**src/rtl/master_port_pkg.sv**
```systemverilog
// Shared definitions for the serial bus master: default widths and FSM state encodings.
package master_port_pkg;

    localparam int DEF_ADDR_W  = 12;
    localparam int DEF_DATA_W  = 8;
    localparam int DEF_TIMEOUT = 255;

    typedef logic [2:0] state_t;

    localparam logic [2:0] ST_IDLE     = 3'd0;
    localparam logic [2:0] ST_STROBE   = 3'd1;
    localparam logic [2:0] ST_WAIT_RDY = 3'd2;
    localparam logic [2:0] ST_SEND     = 3'd3;
    localparam logic [2:0] ST_WAIT_RD  = 3'd4;
    localparam logic [2:0] ST_RECV     = 3'd5;

endpackage

```
**src/rtl/master_port_if.sv**
```systemverilog
// Serial bus between master_port and its slave: request strobes, address/data out, read data in.
interface master_port_if;

    logic read_en;
    logic write_en;
    logic slave_ready;
    logic master_valid;
    logic tx_address;
    logic tx_data;
    logic slave_valid;
    logic master_ready;
    logic rx_data;

    modport master (
        output read_en, write_en, master_valid, tx_address, tx_data, master_ready,
        input  slave_ready, slave_valid, rx_data
    );

    modport slave (
        input  read_en, write_en, master_valid, tx_address, tx_data, master_ready,
        output slave_ready, slave_valid, rx_data
    );

endinterface

```
**src/rtl/master_in_port.sv**
```systemverilog
// Read-side deserializer: collects DATA_W bits LSB first, advancing only on sampled cycles.
module master_in_port
    import master_port_pkg::*;
#(
    parameter int ADDR_W = DEF_ADDR_W,
    parameter int DATA_W = DEF_DATA_W
) (
    input  logic              clk,
    input  logic              reset,
    input  logic              clear,
    input  logic              sample,
    input  logic              rx_bit,
    output logic              last,
    output logic [DATA_W-1:0] word_next
);

    localparam int               CNT_W    = $clog2(ADDR_W + 1);
    localparam logic [CNT_W-1:0] CNT_LAST = CNT_W'(DATA_W - 1);

    logic [CNT_W-1:0]  bit_cnt;
    logic [DATA_W-2:0] shreg;

    // New bits enter at the MSB so the first bit received ends up at bit 0.
    assign word_next = {rx_bit, shreg};
    assign last      = sample && (bit_cnt == CNT_LAST);

    always_ff @(posedge clk) begin
        if (!reset || clear)
            bit_cnt <= '0;
        else if (sample)
            bit_cnt <= bit_cnt + CNT_W'(1);
    end

    always_ff @(posedge clk) begin
        if (sample)
            shreg <= word_next[DATA_W-1:1];
    end

endmodule

```
**src/rtl/master_port.sv**
```systemverilog
// Serial bus master: strobes the slave, shifts address/write data out LSB first,
// collects read data through master_in_port, and aborts on a stalled slave.
module master_port
    import master_port_pkg::*;
#(
    parameter int ADDR_W  = DEF_ADDR_W,
    parameter int DATA_W  = DEF_DATA_W,
    parameter int TIMEOUT = DEF_TIMEOUT
) (
    input  logic              clk,
    input  logic              reset,
    input  logic              req,
    input  logic              mode,
    input  logic [ADDR_W-1:0] addr_in,
    input  logic [DATA_W-1:0] wdata_in,
    output logic              busy,
    output logic              done,
    output logic              err,
    output logic [DATA_W-1:0] rdata_out,
    master_port_if.master     bus
);

    localparam int                CNT_W     = $clog2(ADDR_W + 1);
    localparam int                WAIT_W    = $clog2(TIMEOUT + 1);
    localparam logic [CNT_W-1:0]  SEND_LAST = CNT_W'(ADDR_W - 1);
    localparam logic [WAIT_W-1:0] WAIT_LAST = WAIT_W'(TIMEOUT - 1);

    state_t            state;
    logic [CNT_W-1:0]  bit_cnt;
    logic [WAIT_W-1:0] wait_cnt;
    logic              mode_q;
    logic [ADDR_W-1:0] addr_sh;
    logic [DATA_W-1:0] wdata_sh;
    logic              rx_active;
    logic              rx_sample;
    logic              rx_last;
    logic [DATA_W-1:0] rx_word;
    logic              timed_out;

    assign rx_active = (state == ST_WAIT_RD) || (state == ST_RECV);
    assign rx_sample = rx_active && bus.slave_valid;
    assign timed_out = (wait_cnt == WAIT_LAST);

    assign busy             = (state != ST_IDLE);
    assign bus.write_en     = (state == ST_STROBE) && mode_q;
    assign bus.read_en      = (state == ST_STROBE) && !mode_q;
    assign bus.master_valid = (state == ST_SEND);
    assign bus.tx_address   = bus.master_valid && addr_sh[0];
    assign bus.tx_data      = bus.master_valid && mode_q && wdata_sh[0];
    assign bus.master_ready = rx_active;

    master_in_port #(
        .ADDR_W (ADDR_W),
        .DATA_W (DATA_W)
    ) u_in_port (
        .clk       (clk),
        .reset     (reset),
        .clear     (!rx_active),
        .sample    (rx_sample),
        .rx_bit    (bus.rx_data),
        .last      (rx_last),
        .word_next (rx_word)
    );

    // Request capture and serializers; the write shifter drains to zeros past DATA_W.
    always_ff @(posedge clk) begin
        if (state == ST_IDLE && req) begin
            mode_q   <= mode;
            addr_sh  <= addr_in;
            wdata_sh <= wdata_in;
        end else if (state == ST_SEND) begin
            addr_sh  <= addr_sh >> 1;
            wdata_sh <= wdata_sh >> 1;
        end
    end

    always_ff @(posedge clk) begin
        if (!reset) begin
            state     <= ST_IDLE;
            bit_cnt   <= '0;
            wait_cnt  <= '0;
            done      <= 1'b0;
            err       <= 1'b0;
            rdata_out <= '0;
        end else begin
            done <= 1'b0;
            err  <= 1'b0;
            case (state)
                ST_IDLE: begin
                    if (req)
                        state <= ST_STROBE;
                end
                ST_STROBE: begin
                    state    <= ST_WAIT_RDY;
                    wait_cnt <= '0;
                end
                ST_WAIT_RDY: begin
                    if (bus.slave_ready) begin
                        state   <= ST_SEND;
                        bit_cnt <= '0;
                    end else if (timed_out) begin
                        err   <= 1'b1;
                        state <= ST_IDLE;
                    end else begin
                        wait_cnt <= wait_cnt + WAIT_W'(1);
                    end
                end
                ST_SEND: begin
                    if (bit_cnt == SEND_LAST) begin
                        if (mode_q) begin
                            done  <= 1'b1;
                            state <= ST_IDLE;
                        end else begin
                            state    <= ST_WAIT_RD;
                            wait_cnt <= '0;
                        end
                    end else begin
                        bit_cnt <= bit_cnt + CNT_W'(1);
                    end
                end
                ST_WAIT_RD: begin
                    if (bus.slave_valid) begin
                        if (rx_last) begin
                            rdata_out <= rx_word;
                            done      <= 1'b1;
                            state     <= ST_IDLE;
                        end else begin
                            state <= ST_RECV;
                        end
                    end else if (timed_out) begin
                        err   <= 1'b1;
                        state <= ST_IDLE;
                    end else begin
                        wait_cnt <= wait_cnt + WAIT_W'(1);
                    end
                end
                ST_RECV: begin
                    if (rx_last) begin
                        rdata_out <= rx_word;
                        done      <= 1'b1;
                        state     <= ST_IDLE;
                    end
                end
                default: state <= ST_IDLE;
            endcase
        end
    end

endmodule
```
**src/flat_wrapper.sv**
```systemverilog
// flat-port wrapper written by rule: the top's interface ports become plain ports
module master_port_flat import master_port_pkg::*;
#(
    parameter int ADDR_W  = DEF_ADDR_W,
    parameter int DATA_W  = DEF_DATA_W,
    parameter int TIMEOUT = DEF_TIMEOUT
)
  (clk, reset, req, mode, addr_in, wdata_in, busy, done, err, rdata_out, bus_read_en, bus_write_en, bus_master_valid, bus_tx_address, bus_tx_data, bus_master_ready, bus_slave_ready, bus_slave_valid, bus_rx_data);
  master_port_if bus_i ();
  input  logic clk;
  input  logic reset;
  input  logic req;
  input  logic mode;
  input  logic [ADDR_W-1:0] addr_in;
  input  logic [DATA_W-1:0] wdata_in;
  output logic busy;
  output logic done;
  output logic err;
  output logic [DATA_W-1:0] rdata_out;
  output wire logic [$bits(bus_i.read_en)-1:0] bus_read_en;
  output wire logic [$bits(bus_i.write_en)-1:0] bus_write_en;
  output wire logic [$bits(bus_i.master_valid)-1:0] bus_master_valid;
  output wire logic [$bits(bus_i.tx_address)-1:0] bus_tx_address;
  output wire logic [$bits(bus_i.tx_data)-1:0] bus_tx_data;
  output wire logic [$bits(bus_i.master_ready)-1:0] bus_master_ready;
  input wire logic [$bits(bus_i.slave_ready)-1:0] bus_slave_ready;
  input wire logic [$bits(bus_i.slave_valid)-1:0] bus_slave_valid;
  input wire logic [$bits(bus_i.rx_data)-1:0] bus_rx_data;
  assign bus_read_en = bus_i.read_en;
  assign bus_write_en = bus_i.write_en;
  assign bus_master_valid = bus_i.master_valid;
  assign bus_tx_address = bus_i.tx_address;
  assign bus_tx_data = bus_i.tx_data;
  assign bus_master_ready = bus_i.master_ready;
  assign bus_i.slave_ready = bus_slave_ready;
  assign bus_i.slave_valid = bus_slave_valid;
  assign bus_i.rx_data = bus_rx_data;
  master_port #(.ADDR_W(ADDR_W), .DATA_W(DATA_W), .TIMEOUT(TIMEOUT)) u_core (.clk(clk), .reset(reset), .req(req), .mode(mode), .addr_in(addr_in), .wdata_in(wdata_in), .busy(busy), .done(done), .err(err), .rdata_out(rdata_out), .bus(bus_i));
endmodule
```
**config.mk**
```make
export PLATFORM = sky130hd
export DESIGN_NAME = master_port_flat
export DESIGN_NICKNAME = d
export VERILOG_FILES = /design/src/rtl/master_port_pkg.sv /design/src/rtl/master_port_if.sv /design/src/rtl/master_in_port.sv /design/src/rtl/master_port.sv /design/src/flat_wrapper.sv
export SDC_FILE = /design/constraint.sdc
export NUM_CORES = 1
export LEC_CHECK = 0
export BUFFER_PORTS_ARGS = -buffer_cell sky130_fd_sc_hd__buf_2
export CORE_ASPECT_RATIO = 1.5
export CORE_MARGIN = 1.5
export CORE_UTILIZATION = 50
export DETAILED_ROUTE_END_ITERATION = 12
export PLACE_DENSITY = 0.75
export SYNTH_ARGS = -nofsm -noshare
export SYNTH_HDL_FRONTEND = slang
export SYNTH_HIERARCHICAL = 1
export SYNTH_SLANG_ARGS = --single-unit
```
**constraint.sdc**
```tcl
create_clock -name clk -period 2.2 [get_ports clk]
set_input_delay 0 -clock clk [delete_from_list [all_inputs] [get_ports clk]]
set_output_delay 0 -clock clk [all_outputs]
set_load 0.01 [all_outputs]
```
==> results of run 1 <==
-- worst max-delay path, delay by kind of cell (launching register included) --
family                 cells  cell delay (ps)
AOI/OAI and AO/OA          1              130
buffers and inverters      1              200
DFF                        1              500
and+or+nand+nor            5              720
muxes                      1              200
-- per-layer routing --
layer	up-vias	wire length (microns)	track usage
li1	975	-	-
met1	951	2270	0.227
met2	32	2830	0.335
met3	9	161	0.0559
met4	0	103	0.100
met5	-	0	0
-- cells in the mapped netlist (2+ instances only) --
cell type	n	share of area
clkbuf_1	2	0.0028
a211oi_1	4	0.011
and3_1	4	0.0093
o21ai_0	9	0.017
nor3_1	2	0.0037
nand3b_1	4	0.011
a21oi_1	4	0.0075
buf_6	3	0.013
inv_1	9	0.013
nor2_1	16	0.022
mux2i_1	10	0.037
nor3b_1	2	0.0056
buf_2	2	0.0037
nor2b_1	8	0.019
nand4_1	2	0.0047
xor2_1	2	0.0065
and2_1	3	0.0070
dfxtp_1	29	0.22
nand2_1	14	0.020
nand3_1	3	0.0056
or2b_1	2	0.0056
edfxtp_1	28	0.31
nand4b_1	2	0.0065
or2_2	2	0.0047
xnor2_1	7	0.023
ha_1	4	0.019
mux2_2	18	0.076
o22ai_1	2	0.0047
-- timing repair --
| action | in CTS | in global routing |
|---|---|---|
| hold buffers | 23 | 0 |
| endpoints found under the hold margin | 24 | 0 |
| resized for setup | 0 | 0 |
-- through the flow --
stage | area [sq um] | worst slack [ps] | power (mW)
2_1_floorplan | 2700 | 7.95 | 1.61
3_3_place_gp | 2980 | 419 | 1.72
3_5_place_dp | 2980 | 364 | 1.73
4_1_cts | 3390 | 348 | 2.67
5_1_grt | 3390 | 181 | 2.77
6_report | 3390 | 344 | 2.65
-- flip-flops by register name (all words and copies together) (netlist names) --
signal	cells
u_core/state	3
u_core/u_in_port/shreg	7
u_core/mode_q	1
u_core/wdata_sh	8
u_core/bit_cnt	4
u_core/addr_sh	12
u_core/rdata_out	8
u_core/wait_cnt	8
u_core/err	1
u_core/u_in_port/bit_cnt	4
u_core/done	1
-- area by class of cell --
class | count | area (sq um) | area share
clock buffer | 12 | 135 | 0.0398
clock inverter | 4 | 43.8 | 0.0129
inverter | 9 | 33.8 | 0.00996
multi-input combinational | 151 | 1170 | 0.344
sequential | 57 | 1420 | 0.419
tap | 68 | 85.1 | 0.0251
timing repair buffer | 74 | 505 | 0.149
-- kinds of logic after synthesis --
| logic type | Yosys count |
|---|---|
| and+or+nand+nor | 77 |
| DFF | 57 |
| AOI/OAI and AO/OA | 33 |
| muxes | 28 |
| buffers and inverters | 18 |
| xor gates and xnor gates | 9 |
| adders and majority gates | 4 |
-- power by group --
group          internal, mW  total (mW)  switching (mW)
logic                 0.220       0.449           0.229
registers              1.25        1.30          0.0539
clock network         0.516       0.902           0.386
total                  1.98        2.65           0.669
-- final timing paths --
kind | startpoint | to | slack, ps | cells past startpoint
worst max-delay path | u_core/state[2]$_SDFFE_PN0P_ | u_core/rdata_out[4]$_SDFFE_PN0P_ | 340 | 8
worst min-delay path | reset | u_core/done$_SDFF_PN0_ | 60 | 2
worst max register to register | u_core/state[2]$_SDFFE_PN0P_ | u_core/rdata_out[4]$_SDFFE_PN0P_ | 340 | 8
worst min register to register | u_core/u_in_port/shreg[5]$_DFFE_PP_ | u_core/u_in_port/shreg[4]$_DFFE_PP_ | 450 | 0
==> impl_metrics.env, run 1 <==
export IMPL_power_leakage_nw=1.30
export IMPL_synth_mux_area_frac=0.113
export IMPL_cts_tree="built"
export IMPL_cp_arrival_ps=2080
export IMPL_synth_nets=257
export IMPL_core_area_sq_um=5160
export IMPL_numPortBuffers=43
export IMPL_gp_congestion=0.799
export IMPL_relSlewSlack=0.685
export IMPL_root_buffer="clkbuf_8"
export IMPL_synth_xor_area_share=0.0294
export IMPL_mostFrequentLayoutCells="43 x buf_2, 29 x dfxtp_1, 28 x edfxtp_1"
export IMPL_cp_required_ps=2430
export IMPL_synthToLayoutAreaGrowth_pct=26.6
export IMPL_num_vias=1967
export IMPL_crit_path_end_kind="register"
export IMPL_start_util=0.519
export IMPL_grt_max_degree=21
export IMPL_final_common_cell="buf_2"
export IMPL_detail_route_wl_per_cell_microns=14.3
export IMPL_slew_violations=0
export IMPL_synth_async_reset_ratio=0
export IMPL_hold_class="input pin to register"
export IMPL_totalWireLength_mm=5.37
export IMPL_finalNonFillerCells=375
export IMPL_die_area_sq_um=5810
export IMPL_num_rows=32
export IMPL_top_level_ports=44
export IMPL_clk_insertion_delay_late_ps=330
export IMPL_hold_viol_final=0
export IMPL_final_util=0.657
export IMPL_antenna_found_initial=0
export IMPL_crit_type="register to register"
export IMPL_drtIter0Drc=105
export IMPL_worst_pin_slew_ps=473
export IMPL_first_pass_iters=4
export IMPL_dp_hpwl_mm=3.50
export IMPL_drc=0
export IMPL_cts_buffer_depth=2
export IMPL_status="complete, no violations"
export IMPL_clock_fmax_mhz=539
export IMPL_antenna_cells=0
export IMPL_synth_top_family_by_area="simple AND/OR/NAND/NOR gates"
export IMPL_fin_skew_ps=6.07
export IMPL_yosys_warnings=6
export IMPL_critPathLaunchType="register"
export IMPL_die_h_microns=92.6
export IMPL_drive_above_1_share=0.319
export IMPL_fp_dieW_microns=62.8
export IMPL_synth_area_per_cell_sq_um=11.9
export IMPL_slowest_stage="dfxtp_1"
export IMPL_setup_tns_ps=0
export IMPL_nets=333
export IMPL_netlist_instances=226
export IMPL_path_max_fanout=11
export IMPL_rsz0062_at_grt="no"
export IMPL_fin_crit_ps=1860
export IMPL_grt_usage=0.198
export IMPL_grt_pass1_vias=1825
export IMPL_synth_fa_ha_area_frac=0.0187
export IMPL_path_cells="nand2b_2 -> nor2_4 -> and4b_2 -> o21ai_0 -> nor2_2 -> buf_4 -> mux2i_1 -> nor2b_1"
export IMPL_synth_cell_types=57
export IMPL_cap_viol_max_count=0
export IMPL_vias_per_cell=5.25
export IMPL_yosys_area_share_simple=0.173
export IMPL_ant_nets=0
export IMPL_htreeDepth=3
export IMPL_peakVddDrop_v=0.000506
export IMPL_setup_viol=0
export IMPL_synth_seq_cells=57
export IMPL_synth_compound_area_share=0.0990
export IMPL_grt_overflow_total=0
export IMPL_yosysSeqAreaShare=0.531
export IMPL_placed_cells=336
export IMPL_slowest_delay_ps=500
export IMPL_whs_ps=63.2
export IMPL_clk_pin_slew_ps=60
export IMPL_cts_setup_buffers=0
export IMPL_cts_sinks=57
export IMPL_p_per_area_nw_per_um2=781
export IMPL_grt_pass1_wl_mm=8.60
export IMPL_synth_edf_count=28
export IMPL_period_share=0.843
export IMPL_synthFlopType="dfxtp_1"
export IMPL_fill_cells=394
export IMPL_syn_area_sq_um=2680
export IMPL_numCtsBuffers=9
(Power assumes the default switching activity.)
==> run 2: changes to the inputs <==
--- a/config.mk
+++ b/config.mk
@@ -5,6 +5,7 @@
 export SDC_FILE = /design/constraint.sdc
 export NUM_CORES = 1
 export LEC_CHECK = 0
+export ABC_AREA = 1
 export BUFFER_PORTS_ARGS = -buffer_cell sky130_fd_sc_hd__buf_2
 export CORE_ASPECT_RATIO = 1.5
 export CORE_MARGIN = 1.5
==> constraint.sdc (replaced) <==
create_clock -name clk -period 1.5 [get_ports clk]
set_input_delay 0 -clock clk [delete_from_list [all_inputs] [get_ports clk]]
set_output_delay 0 -clock clk [all_outputs]
set_load 0.01 [all_outputs]
==> impl_metrics.env, run 2 <==
export IMPL_status="finished, violations left"
export IMPL_violations="negative setup slack"
export IMPL_crit_path_end_kind="register"
export IMPL_cp_common_cell="inv_2"
export IMPL_synth_area_per_cell_sq_um=8.07
export IMPL_drtIter0Drc=179
export IMPL_final_common_cell="nand2_1"
export IMPL_met3WireLength_microns=563
export IMPL_yosys_area_top_type="edfxtp_1"
export IMPL_ant_nets=0
export IMPL_totalWireLength_mm=9.17
export IMPL_clk_insertion_delay_late_ps=340
export IMPL_cts_tree="built"
export IMPL_peakVddDrop_v=0.00125
export IMPL_clk_pin_slew_ps=60
export IMPL_p_switching_mw=2.38
export IMPL_finalNonFillerCells=513
export IMPL_p_seq_frac=0.338
export IMPL_synthToLayoutAreaGrowth_pct=52.5
export IMPL_power_leakage_nw=1.83
export IMPL_top_level_ports=44
export IMPL_first_pass_iters=7
export IMPL_p_per_area_nw_per_um2=1620
export IMPL_regMostFlops="u_core/addr_sh"
export IMPL_syn_area_sq_um=2680
export IMPL_r2r_slack_ps=-350
export IMPL_htreeDepth=3
export IMPL_path_max_fanout=7
export IMPL_wl_met2_mm=5.06
export IMPL_fp_dieW_microns=62.8
export IMPL_final_area_sq_um=4090
export IMPL_cp_required_ps=1780
export IMPL_internal_power_mw=4.26
export IMPL_reg2regPathDepth=13
export IMPL_cts_sinks=57
export IMPL_grt_pass1_vias=2659
export IMPL_die_area_sq_um=5820
export IMPL_power_frac_clock=0.259
export IMPL_fin_crit_ps=1850
export IMPL_mostFrequentLayoutCells="87 x nand2_1, 43 x buf_2, 38 x nor2_1"
export IMPL_grt_max_degree=21
export IMPL_topRoutingLayerUsed="met4"
export IMPL_detail_route_wl_per_cell_microns=17.9
export IMPL_hold_class="input pin to register"
export IMPL_yosysSeqAreaShare=0.530
export IMPL_crit_type="register to register"
export IMPL_cts_buffer_depth=2
export IMPL_cp_arrival_ps=2120
export IMPL_seq_area_sq_um=1430
export IMPL_pwr_share_comb=0.403
export IMPL_cp_top_family="simple AND/OR/NAND/NOR gates"
export IMPL_dp_hpwl_mm=4.21
export IMPL_core_area_sq_um=5160
export IMPL_grt_usage=0.258
export IMPL_synth_common_cells="112 x nand2_1, 51 x nor2_1, 29 x dfxtp_1"
export IMPL_hold_path_startpoint="reset"
export IMPL_clock_fmax_mhz=542
export IMPL_numCtsBuffers=9
export IMPL_period_share=1.23
export IMPL_netlist_area_leader_share=0.314
export IMPL_synthFlopType="dfxtp_1"
export IMPL_wl_met1_mm=2.99
export IMPL_die_h_microns=92.7
export IMPL_drc=0
export IMPL_vias_per_cell=5.46
export IMPL_hold_viol_final=0
export IMPL_placed_cell_area_sq_um=3150
export IMPL_grt_overflow_total=0
export IMPL_multi_input_area_sq_um=1360
export IMPL_synth_nets=363
export IMPL_num_rows=32
export IMPL_gp_congestion=0.860
export IMPL_start_util=0.519
export IMPL_netlist_instances=332
export IMPL_fin_skew_ps=6.97
export IMPL_largest_reg_flops=12
export IMPL_timing_rr_end="u_core/rdata_out[5]$_SDFFE_PN0P_"
export IMPL_layout_setup_ws_ps=-346
export IMPL_cap_viol_max_count=0
export IMPL_placed_cells=455
export IMPL_synth_cell_types=30
export IMPL_synth_area_leaders="edfxtp_1 31%, dfxtp_1 22%, nand2_1 16%"
export IMPL_nets=471
export IMPL_r2r_start="u_core/state[2]$_SDFFE_PN0P_"
export IMPL_hold_path_depth=3
export IMPL_synth_seq_cells=57
export IMPL_setup_viol=67
export IMPL_antenna_cells=0
export IMPL_synth_most_common_cell="nand2_1"
export IMPL_slowest_delay_ps=350
export IMPL_relSlewSlack=0.679
export IMPL_root_buffer="clkbuf_8"
export IMPL_holdPathEnd="u_core/rdata_out[7]$_SDFFE_PN0P_"
export IMPL_slew_violations=0
export IMPL_path_cells="inv_2 -> nor3_4 -> inv_2 -> nand2_2 -> inv_2 -> nor2_4 -> nand3_4 -> nor2_4 -> nand4_1 -> nand2_2 -> buf_12 -> o21ai_1 -> nor2_1"
export IMPL_num_vias=2801
export IMPL_grt_pass1_wl_mm=11.4
export IMPL_antenna_found_initial=0
export IMPL_synth_async_reset_ratio=0
export IMPL_numPortBuffers=43
export IMPL_final_util=0.791
export IMPL_slowest_stage="dfxtp_2"
export IMPL_fill_cells=292
export IMPL_swShare=0.358
export IMPL_critPathLaunchType="register"
export IMPL_synth_edf_count=28
export IMPL_drive_above_1_share=0.396
export IMPL_rsz0062_at_grt="yes"
export IMPL_worst_pin_slew_ps=482
export IMPL_cp_buffers_inverters=4
export IMPL_yosys_warnings=6
## run 2: cell count changes after synthesis, moves of 8 or more
cell     previous run  this run
a21oi_1             4        15
inv_1               9        28
mux2_2             18         0
mux2i_1            10         0
nand2_1            14       112
nand3_1             3        13
nor2_1             16        51
nor2b_1             8         0
## run 2: power groups by stage
stage,registers [mW],clock network [mW],logic [mW]
floorplan,2.19,0,1.09
global route,2.25,1.80,2.81
detailed placement,2.22,0,1.59
finish,2.24,1.72,2.68
CTS,2.19,1.72,1.85
global placement,2.21,0,1.56
## run 2: repair_timing
| item | 4_1_cts | 5_1_grt |
|---|---|---|
| endpoints found under the setup margin | 46 | 47 |
| cloned | 0 | 6 |
| pin swaps | 17 | 18 |
| hold endpoints to repair | 23 | 0 |
| hold buffers | 22 | 0 |
| setup buffers | 8 | 9 |
| gates resized for setup | 23 | 65 |
## run 2: worst max-delay path by stage
stage                                       startpoint                          endpoint  slack [ps]  cells after the start
after floorplan           u_core/state[1]$_SDFFE_PN0P_  u_core/rdata_out[1]$_SDFFE_PN0P_        -400                     13
after global placement    u_core/state[0]$_SDFFE_PN0P_  u_core/rdata_out[0]$_SDFFE_PN0P_        -180                     13
after detailed placement  u_core/state[0]$_SDFFE_PN0P_  u_core/rdata_out[7]$_SDFFE_PN0P_        -290                     13
after CTS                 u_core/state[0]$_SDFFE_PN0P_  u_core/rdata_out[7]$_SDFFE_PN0P_        -200                     13
after global routing      u_core/state[2]$_SDFFE_PN0P_  u_core/rdata_out[3]$_SDFFE_PN0P_        -420                     13
final                     u_core/state[2]$_SDFFE_PN0P_  u_core/rdata_out[5]$_SDFFE_PN0P_        -350                     13
## run 2: metal layers
metal	vias to the layer above	GRT usage
li1	1283	-
met1	1308	0.247
met2	153	0.500
met3	57	0.0620
met4	0	0.131
met5	-	0
## run 2: logic make-up (layout without fill, tap and decap cells)
logic type,count (synthesis),count (layout),synth area share
AOI/OAI and AO/OA,30,30,0.0574
xor gates and xnor gates,3,3,0.00981
adders and majority gates,4,4,0.0187
buffers and inverters,40,152,0.0607
DFF,57,57,0.530
and+or+nand+nor,198,199,0.323
## run 2: through the flow
stage | hold slack [ps] | power [mW] | worst slack, ps | setup TNS (ps)
CTS | 28.9 | 5.76 | -196 | -2670
global placement | 191 | 3.76 | -182 | -1810
global route | 38.5 | 6.86 | -423 | -14130
finish | 31.3 | 6.64 | -346 | -10460
floorplan | 98.9 | 3.28 | -402 | -4110
detailed placement | 180 | 3.81 | -285 | -3090
## run 2: area by class of cell
type                            count  area share
Clock buffer                       10      0.0312
Clock inverter                      6      0.0260
Inverter                           33      0.0321
Multi-Input combinational cell    236       0.332
Sequential cell                    57       0.350
Tap cell                           68      0.0208
Timing Repair Buffer              103       0.208
## run 2: worst register-to-register path: stages (launching register included)
cell	delay, ps
dfxtp_2	350
inv_2	60
nor3_4	220
inv_2	90
nand2_2	80
inv_2	50
nor2_4	110
nand3_4	90
nor2_4	140
nand4_1	130
nand2_2	150
buf_12	130
o21ai_1	70
nor2_1	120
==> run 3: changes to the inputs <==
--- a/config.mk
+++ b/config.mk
@@ -12,6 +12,8 @@
 export CORE_UTILIZATION = 50
 export DETAILED_ROUTE_END_ITERATION = 12
 export PLACE_DENSITY = 0.75
+export REMOVE_ABC_BUFFERS = 1
+export SETUP_SLACK_MARGIN = 0.15
 export SYNTH_ARGS = -nofsm -noshare
 export SYNTH_HDL_FRONTEND = slang
 export SYNTH_HIERARCHICAL = 1
==> impl_metrics.env, run 3 (synthesized netlist as in run 2, its figures left out) <==
export IMPL_power_leakage_nw=1.98
export IMPL_timing_rr_end="u_core/rdata_out[3]$_SDFFE_PN0P_"
export IMPL_grt_usage=0.308
export IMPL_clk_insertion_delay_late_ps=350
export IMPL_final_area_sq_um=4360
export IMPL_fin_skew_ps=11.8
export IMPL_fin_crit_ps=2070
export IMPL_drc=0
export IMPL_antenna_cells=0
export IMPL_numCtsBuffers=9
export IMPL_setup_viol=75
export IMPL_cp_required_ps=1770
export IMPL_vias_per_cell=5.75
export IMPL_critPathLaunchType="register"
export IMPL_grt_max_degree=20
export IMPL_numPortBuffers=43
export IMPL_hold_viol_final=0
export IMPL_final_util=0.845
export IMPL_grt_overflow_total=0
export IMPL_num_vias=3118
export IMPL_cp_arrival_ps=2340
export IMPL_peakVddDrop_v=0.00164
export IMPL_detail_route_wl_per_cell_microns=21.0
export IMPL_grt_pass1_vias=2758
export IMPL_crit_type="register to register"
export IMPL_drtIter0Drc=351
export IMPL_core_area_sq_um=5160
export IMPL_dp_hpwl_mm=3.99
export IMPL_fp_dieW_microns=62.8
export IMPL_root_buffer="clkbuf_8"
export IMPL_top_level_ports=44
export IMPL_worst_pin_slew_ps=535
export IMPL_r2r_slack_ps=-570
export IMPL_r2r_start="u_core/state[0]$_SDFFE_PN0P_"
export IMPL_die_h_microns=92.7
export IMPL_slew_violations=0
export IMPL_cap_viol_max_count=0
export IMPL_cts_sinks=57
export IMPL_ant_nets=0
export IMPL_violations="negative setup slack"
export IMPL_gp_congestion=0.828
export IMPL_clk_pin_slew_ps=80
export IMPL_regMostFlops="u_core/addr_sh"
export IMPL_totalWireLength_mm=11.4
export IMPL_grt_pass1_wl_mm=13.3
export IMPL_layout_setup_ws_ps=-569
export IMPL_start_util=0.519
export IMPL_final_common_cell="nand2_1"
export IMPL_largest_reg_flops=12
export IMPL_mostFrequentLayoutCells="91 x nand2_1, 40 x buf_2, 40 x nor2_1"
export IMPL_rsz0062_at_grt="yes"
export IMPL_drive_above_1_share=0.430
export IMPL_cts_buffer_depth=2
export IMPL_nets=500
export IMPL_p_per_area_nw_per_um2=1600
export IMPL_clock_fmax_mhz=483
export IMPL_status="finished, violations left"
export IMPL_synthToLayoutAreaGrowth_pct=62.8
export IMPL_period_share=1.38
export IMPL_antenna_found_initial=0
export IMPL_num_rows=32
export IMPL_startpoint="u_core/state[0]$_SDFFE_PN0P_"
export IMPL_cp_endpoint="u_core/rdata_out[3]$_SDFFE_PN0P_"
export IMPL_reg2regPathDepth=13
export IMPL_crit_path_end_kind="register"
export IMPL_relSlewSlack=0.643
export IMPL_hold_class="input pin to register"
export IMPL_path_max_fanout=8
export IMPL_htreeDepth=3
export IMPL_die_area_sq_um=5820
export IMPL_whs_ps=71.9
export IMPL_cts_tree="built"
export IMPL_placed_cell_area_sq_um=3110
export IMPL_first_pass_iters=6
-- run 3: cell types whose count changed in the layout (fill, tap and decap cells not counted), moves of 3 or more --
cell and delta:
nand2_1 +4, buf_2 -3, nand2_2 -5, buf_4 +10
buf_6 +20
-- run 3: worst max-delay path, cell delays in order, from the launching register on --
cell and delay, ps:
dfxtp_2 360, inv_2 60, nor3_4 210, inv_2 90, nand2_4 90, inv_4 50
nor2_4 140, nand3_2 140, nor2_4 150, nand4_1 130, nand2_2 140, buf_6 160
o21ai_0 120, nor2_1 170
-- run 3: through the flow --
step	total power, mW	setup slack (ps)	TNS (ps)	std cells
5_1_grt	7.16	-672	-23860	542
4_1_cts	5.97	-268	-4660	522
2_1_floorplan	3.20	-963	-25490	325
6_report	6.96	-569	-21160	542
3_3_place_gp	3.77	-261	-2430	457
3_5_place_dp	3.81	-353	-3510	457
-- run 3: how the worst min path moves through the flow --
stage,startpoint,endpoint,slack [ps],depth (start not counted)
floorplan,reset,u_core/state[1]$_SDFFE_PN0P_,100,2
global placement,mode,u_core/mode_q$_DFFE_PP_,180,1
detailed placement,mode,u_core/mode_q$_DFFE_PP_,180,1
CTS,bus_slave_ready,u_core/bit_cnt[1]$_SDFFE_PN0P_,30,4
global route,bus_slave_ready,u_core/bit_cnt[1]$_SDFFE_PN0P_,80,4
finish,bus_slave_ready,u_core/bit_cnt[1]$_SDFFE_PN0P_,70,4
-- run 3: per-layer routing --
| metal | GRT usage | wire [microns] | up-vias |
|---|---|---|---|
| li1 | - | - | 1336 |
| met1 | 0.311 | 3790 | 1474 |
| met5 | 0 | 0 | - |
| met2 | 0.556 | 5800 | 231 |
| met3 | 0.0778 | 875 | 77 |
| met4 | 0.194 | 923 | 0 |
-- run 3: what timing repair did --
| action | CTS | global route |
|---|---|---|
| gates cloned | 4 | 3 |
| hold buffers | 23 | 0 |
| gates resized for setup | 54 | 70 |
| pin swaps | 17 | 25 |
| setup buffers | 22 | 17 |
| hold endpoints to repair | 24 | 0 |
| setup endpoints to repair | 75 | 81 |
-- run 3: area by class of cell --
cell class | count | area [sq um]
clock buffer | 10 | 138
clock inverter | 6 | 67.6
fill | 235 | 802
inverter | 33 | 144
multi-input combinational | 236 | 1330
sequential | 57 | 1430
tap | 68 | 85.1
timing repair buffer | 131 | 1160
timing repair inverter | 1 | 8.76
-- run 3: report_power, final --
group,internal [mW],switching [mW]
logic,1.43,1.71
registers,2.08,0.188
clock network,0.815,0.737
